## src/rtl/instr_sequencer.sv

```systemverilog
// Instruction sequencer for a 13-bit accumulator machine: fetches from program memory,
// decodes one instruction per EXEC cycle and drives the ALU, accumulator and register-file strobes.
module instr_sequencer (
    input  logic        clk,
    input  logic        rst,
    output logic [7:0]  PmAddr,
    output logic        PmReq,
    input  logic        PmValid,
    input  logic [12:0] PmData,
    output logic [2:0]  ALUCode,
    output logic        Ci,
    input  logic        Co,
    input  logic        AccuZero,
    output logic        AccuWe,
    output logic        RfWe,
    output logic [2:0]  RegAddr,
    output logic [7:0]  ImmOut,
    output logic        SrcSel,
    output logic        Halted
);

    typedef enum logic [1:0] {
        FETCH = 2'd0,
        EXEC  = 2'd1,
        HALT  = 2'd2
    } state_t;

    state_t      state_q, state_d;
    logic [7:0]  pc_q, pc_d;
    logic [12:0] ir_q, ir_d;
    logic        cf_q, cf_d;
    logic [3:0]  op;
    logic [7:0]  operand;

    assign op      = ir_q[11:8];
    assign operand = ir_q[7:0];

    always_ff @(posedge clk or posedge rst) begin
        if (rst) begin
            state_q <= FETCH;
            pc_q    <= 8'd0;
            ir_q    <= 13'd0;
            cf_q    <= 1'b0;
        end else begin
            state_q <= state_d;
            pc_q    <= pc_d;
            ir_q    <= ir_d;
            cf_q    <= cf_d;
        end
    end

    always_comb begin
        state_d = state_q;
        pc_d    = pc_q;
        ir_d    = ir_q;
        cf_d    = cf_q;
        PmReq   = 1'b0;
        ALUCode = 3'd7;
        Ci      = 1'b0;
        AccuWe  = 1'b0;
        RfWe    = 1'b0;
        SrcSel  = 1'b0;
        case (state_q)
            FETCH: begin
                PmReq = 1'b1;
                if (PmValid) begin
                    ir_d    = PmData;
                    state_d = EXEC;
                end
            end
            EXEC: begin
                state_d = FETCH;
                pc_d    = pc_q + 8'd1;
                // ALU ops 0-8 write the accumulator and always reload the carry
                if (op <= 4'd8) begin
                    AccuWe = 1'b1;
                    SrcSel = ir_q[12];
                    cf_d   = Co;
                end
                case (op)
                    4'h7: begin ALUCode = 3'd0; Ci = cf_q; end
                    4'h8: begin ALUCode = 3'd1; Ci = cf_q; end
                    4'h9: RfWe = 1'b1;
                    4'hA: pc_d = operand;
                    4'hB: if (AccuZero) pc_d = operand;
                    4'hC: if (cf_q) pc_d = operand;
                    4'hE: cf_d = 1'b0;
                    4'hF: begin state_d = HALT; pc_d = pc_q; end
                    default: if (op < 4'd7) ALUCode = op[2:0];
                endcase
            end
            HALT: ;
            default: state_d = FETCH;
        endcase
    end

    assign PmAddr  = pc_q;
    assign RegAddr = ir_q[2:0];
    assign ImmOut  = ir_q[7:0];
    assign Halted  = (state_q == HALT);

endmodule

```

## config.mk

```make
export PLATFORM = sky130hd
export DESIGN_NAME = instr_sequencer
export DESIGN_NICKNAME = d
export VERILOG_FILES = /design/src/rtl/instr_sequencer.sv
export SDC_FILE = /design/constraint.sdc
export NUM_CORES = 1
export LEC_CHECK = 0
export ABC_CLOCK_PERIOD_IN_PS = 3200
export CAP_MARGIN = 40
export CORE_MARGIN = 2
export CORE_UTILIZATION = 30
export CTS_CLUSTER_SIZE = 16
export DETAILED_ROUTE_END_ITERATION = 7
export GPL_TIMING_DRIVEN = 1
export HOLD_SLACK_MARGIN = 0.12
export REMOVE_ABC_BUFFERS = 1
export SYNTH_ARGS = -nofsm -noshare
export SYNTH_HDL_FRONTEND = slang
export SYNTH_SLANG_ARGS = --single-unit
```

## constraint.sdc

```tcl
create_clock -name clk -period 3.2 [get_ports clk]
set_clock_uncertainty 0.1 [all_clocks]
set_input_delay 0.64 -clock clk [delete_from_list [all_inputs] [get_ports clk]]
set_output_delay 0.64 -clock clk [all_outputs]
set_load 0.02 [all_outputs]
```

==> results.cfg <==
[outcome]
status = finished, final reports clean

[hold_path]
hp-class = register to register

[clocking]
post_cts_buffers = 0
cts_resized = 0
cts_tree = done
clk_root_buffer_cell = clkbuf_8
cts.htree.levels = 1
cts.sinks = 24
holdBufCountCts = 0
insertion_delay_ns = 0.26
cts_buffers = 3
cts_max_path_buffers = 2
path_clk_slew_ns = 0.09

[floorplan]
die_w_um = 72.2
initial_utilization_pct = 31.6
die_height_um = 72.2
dieArea_um2 = 5220
rows = 24
ios = 46
core_um2 = 4410

[finish]
fillers = 415
multi_input_area_um2 = 637
seq_area_um2 = 601
fin_nets = 194
area_growth_pct = 31.6
antenna_cells = 0
drive_gt1_share_pct = 13.2

[timing]
hold_violations = 0
clock.fmax_mhz = 333
setup-violations-final = 0
fin_crit_sh_pct = 93.7
tns_ns = 0
slew_viol_final = 0
slew_headroom_pct = 58.2
rsz0062_at_grt = false
setup_ws_ns = 0.201
tightest_slew_ns = 0.628
period_minus_slack_ns = 3.00

[place]
dpl.hpwl_um = 2470
place.gp.congestion = 0.864
place_ws_ns = 0.518
portBuffers = 45

[yosys]
synthTopCellsByCount = 24 x dfrtp_1, 14 x nor2_1, 13 x mux2_2, 13 x nand2_1, 12 x buf_4
synthCells = 146
synth-edff-count = 0
yosys.area.top_type_share_pct = 43.0
ys_seq_elements = 24
async_reset_ff_share_pct = 100
yosysMostFrequentCell = dfrtp_1
synth.avg_cell_area_um2 = 9.56
post-synth-top-area-cell = dfrtp_1
synth_area_um2 = 1400
ys_seq_area_share_pct = 43.0
synthTopCellsByArea = dfrtp_1 43%, mux2_2 10%, buf_4 6.5%, nor2_1 3.8%, nand3_1 3.6%
synth_flop_cell = dfrtp_1
yosys_warnings = 0
yosysUniqueCellTypes = 35

[global_routing]
grt_usage_pct = 12.8
grt_pass1_wl_um = 5380
gr-total-overflow = 0
grt_pass1_vias = 1058
grt_max_degree = 19
antenna_found_initial = 0

[worst_setup_path]
critPathSlowestCell = clkdlybuf4s50_1
cp.arrival_ns = 2.26
cp_max_fo = 12
cp-start-kind = register
crit_required_ns = 2.46
cp-end-kind = primary output
path_class = register to primary output
worstPathCellList = or3_1 > a21oi_1 > and2_1 > clkdlybuf4s50_1
cp_slowest_stage_delay_ns = 0.59

[detailed_routing]
dr.pass1.iters = 4
drc_errors = 0
vias = 1103
drtIter0Drc = 66
wirelength_um = 3190
vias_per_cell = 4.88
wl_per_cell_um = 14.1
antenna_left = 0

[power]
power_density_nw_per_um2 = 898
total_power_mw = 1.65
vdd_drop_max_v = 0.000517
power.leakage_nw = 0.733

[job]
maxCapViolCount = 0
## final cells by class
cell class	instances	share of cell area [%]
Multi-Input combinational cell	96	34.6
Sequential cell	24	32.7
Timing Repair Buffer	46	25.3
Tap cell	52	3.54
Clock buffer	4	3.00
Inverter	4	0.817
## metal layers
| layer | track usage, % | vias to the layer above | wire (um) |
|---|---|---|---|
| met5 | 0 | - | 0 |
| met4 | 3.35 | 0 | 34 |
| met3 | 1.94 | 2 | 129 |
| met2 | 20.5 | 29 | 1510 |
| met1 | 18.2 | 519 | 1520 |
| li1 | - | 553 | - |
## worst paths after layout
| kind | start | end | slack (ns) | depth (start not counted) |
|---|---|---|---|---|
| max reg2reg | state_q[0]$_DFFE_PP0P_ | PmAddr[5]$_DFFE_PP0P_ | 1.24 | 4 |
| min reg2reg | ir_q[12]$_DFFE_PP0P_ | ir_q[12]$_DFFE_PP0P_ | 0.42 | 1 |
| max in group asynchronous | rst | ir_q[7]$_DFFE_PP0P_ | 1.96 | 3 |
| min in group asynchronous | rst | ir_q[12]$_DFFE_PP0P_ | 0.59 | 2 |
| max | ir_q[10]$_DFFE_PP0P_ | SrcSel | 0.20 | 4 |
| min | ir_q[12]$_DFFE_PP0P_ | ir_q[12]$_DFFE_PP0P_ | 0.42 | 1 |
## registers in the layout (all words and copies together), names as in the netlist
name	cells
PmAddr	8
cf_q	1
ir_q	13
state_q	2
## power by group
| group | internal (mW) | switching [mW] | leakage (nW) | total (mW) |
|---|---|---|---|---|
| Combinational | 0.426 | 0.420 | 0.425 | 0.847 |
| Clock | 0.110 | 0.0967 | 0.0288 | 0.206 |
| Sequential | 0.424 | 0.175 | 0.280 | 0.598 |
## through the flow
step | cell area (um^2) | utilization (%) | instances | hold slack, ns
2_1_floorplan | 1250 | - | 124 | 0.372
3_3_place_gp | 1770 | 40.1 | 221 | 0.396
3_5_place_dp | 1780 | 40.4 | 222 | 0.400
4_1_cts | 1840 | 41.6 | 226 | 0.421
5_1_grt | 1840 | 41.6 | 226 | 0.448
6_report | 1840 | 41.6 | 226 | 0.415
## logic make-up after synthesis
logic type / count (synthesis) / share of synthesized area (%)
multiplexers: 14 / 11.2
flip-flops: 24 / 43.0
buffers and inverters: 26 / 11.4
adder cells (fa/ha/maj): 1 / 0.896
AND/OR/NAND/NOR: 54 / 20.1
AO/OA/AOI/OAI: 27 / 13.4
## placed cells by master (no fill, tap or decap), drive strengths merged, types with 2 or more instances in the layout
| master | count |
|---|---|
| nand2 | 13 |
| dfrtp | 24 |
| nor2b | 3 |
| nand3 | 10 |
| clkbuf | 4 |
| nand4 | 2 |
| mux2 | 13 |
| o32a | 2 |
| o211ai | 2 |
| nand2b | 2 |
| and4 | 2 |
| a31oi | 3 |
| or3 | 2 |
| o21ai | 3 |
| nor2 | 14 |
| clkdlybuf4s50 | 45 |
| a2bb2oi | 2 |
| inv | 4 |
| and2 | 4 |
| a21oi | 9 |
## critical path, delay by kind of cell, from the launching register on
| family | cells | cell delay [ns] |
|---|---|---|
| AOI/OAI and AO/OA | 1 | 0.28 |
| buffers and inverters | 1 | 0.59 |
| and+or+nand+nor | 2 | 0.59 |
| DFF | 1 | 0.52 |
Power figures use the tool's default switching activity.
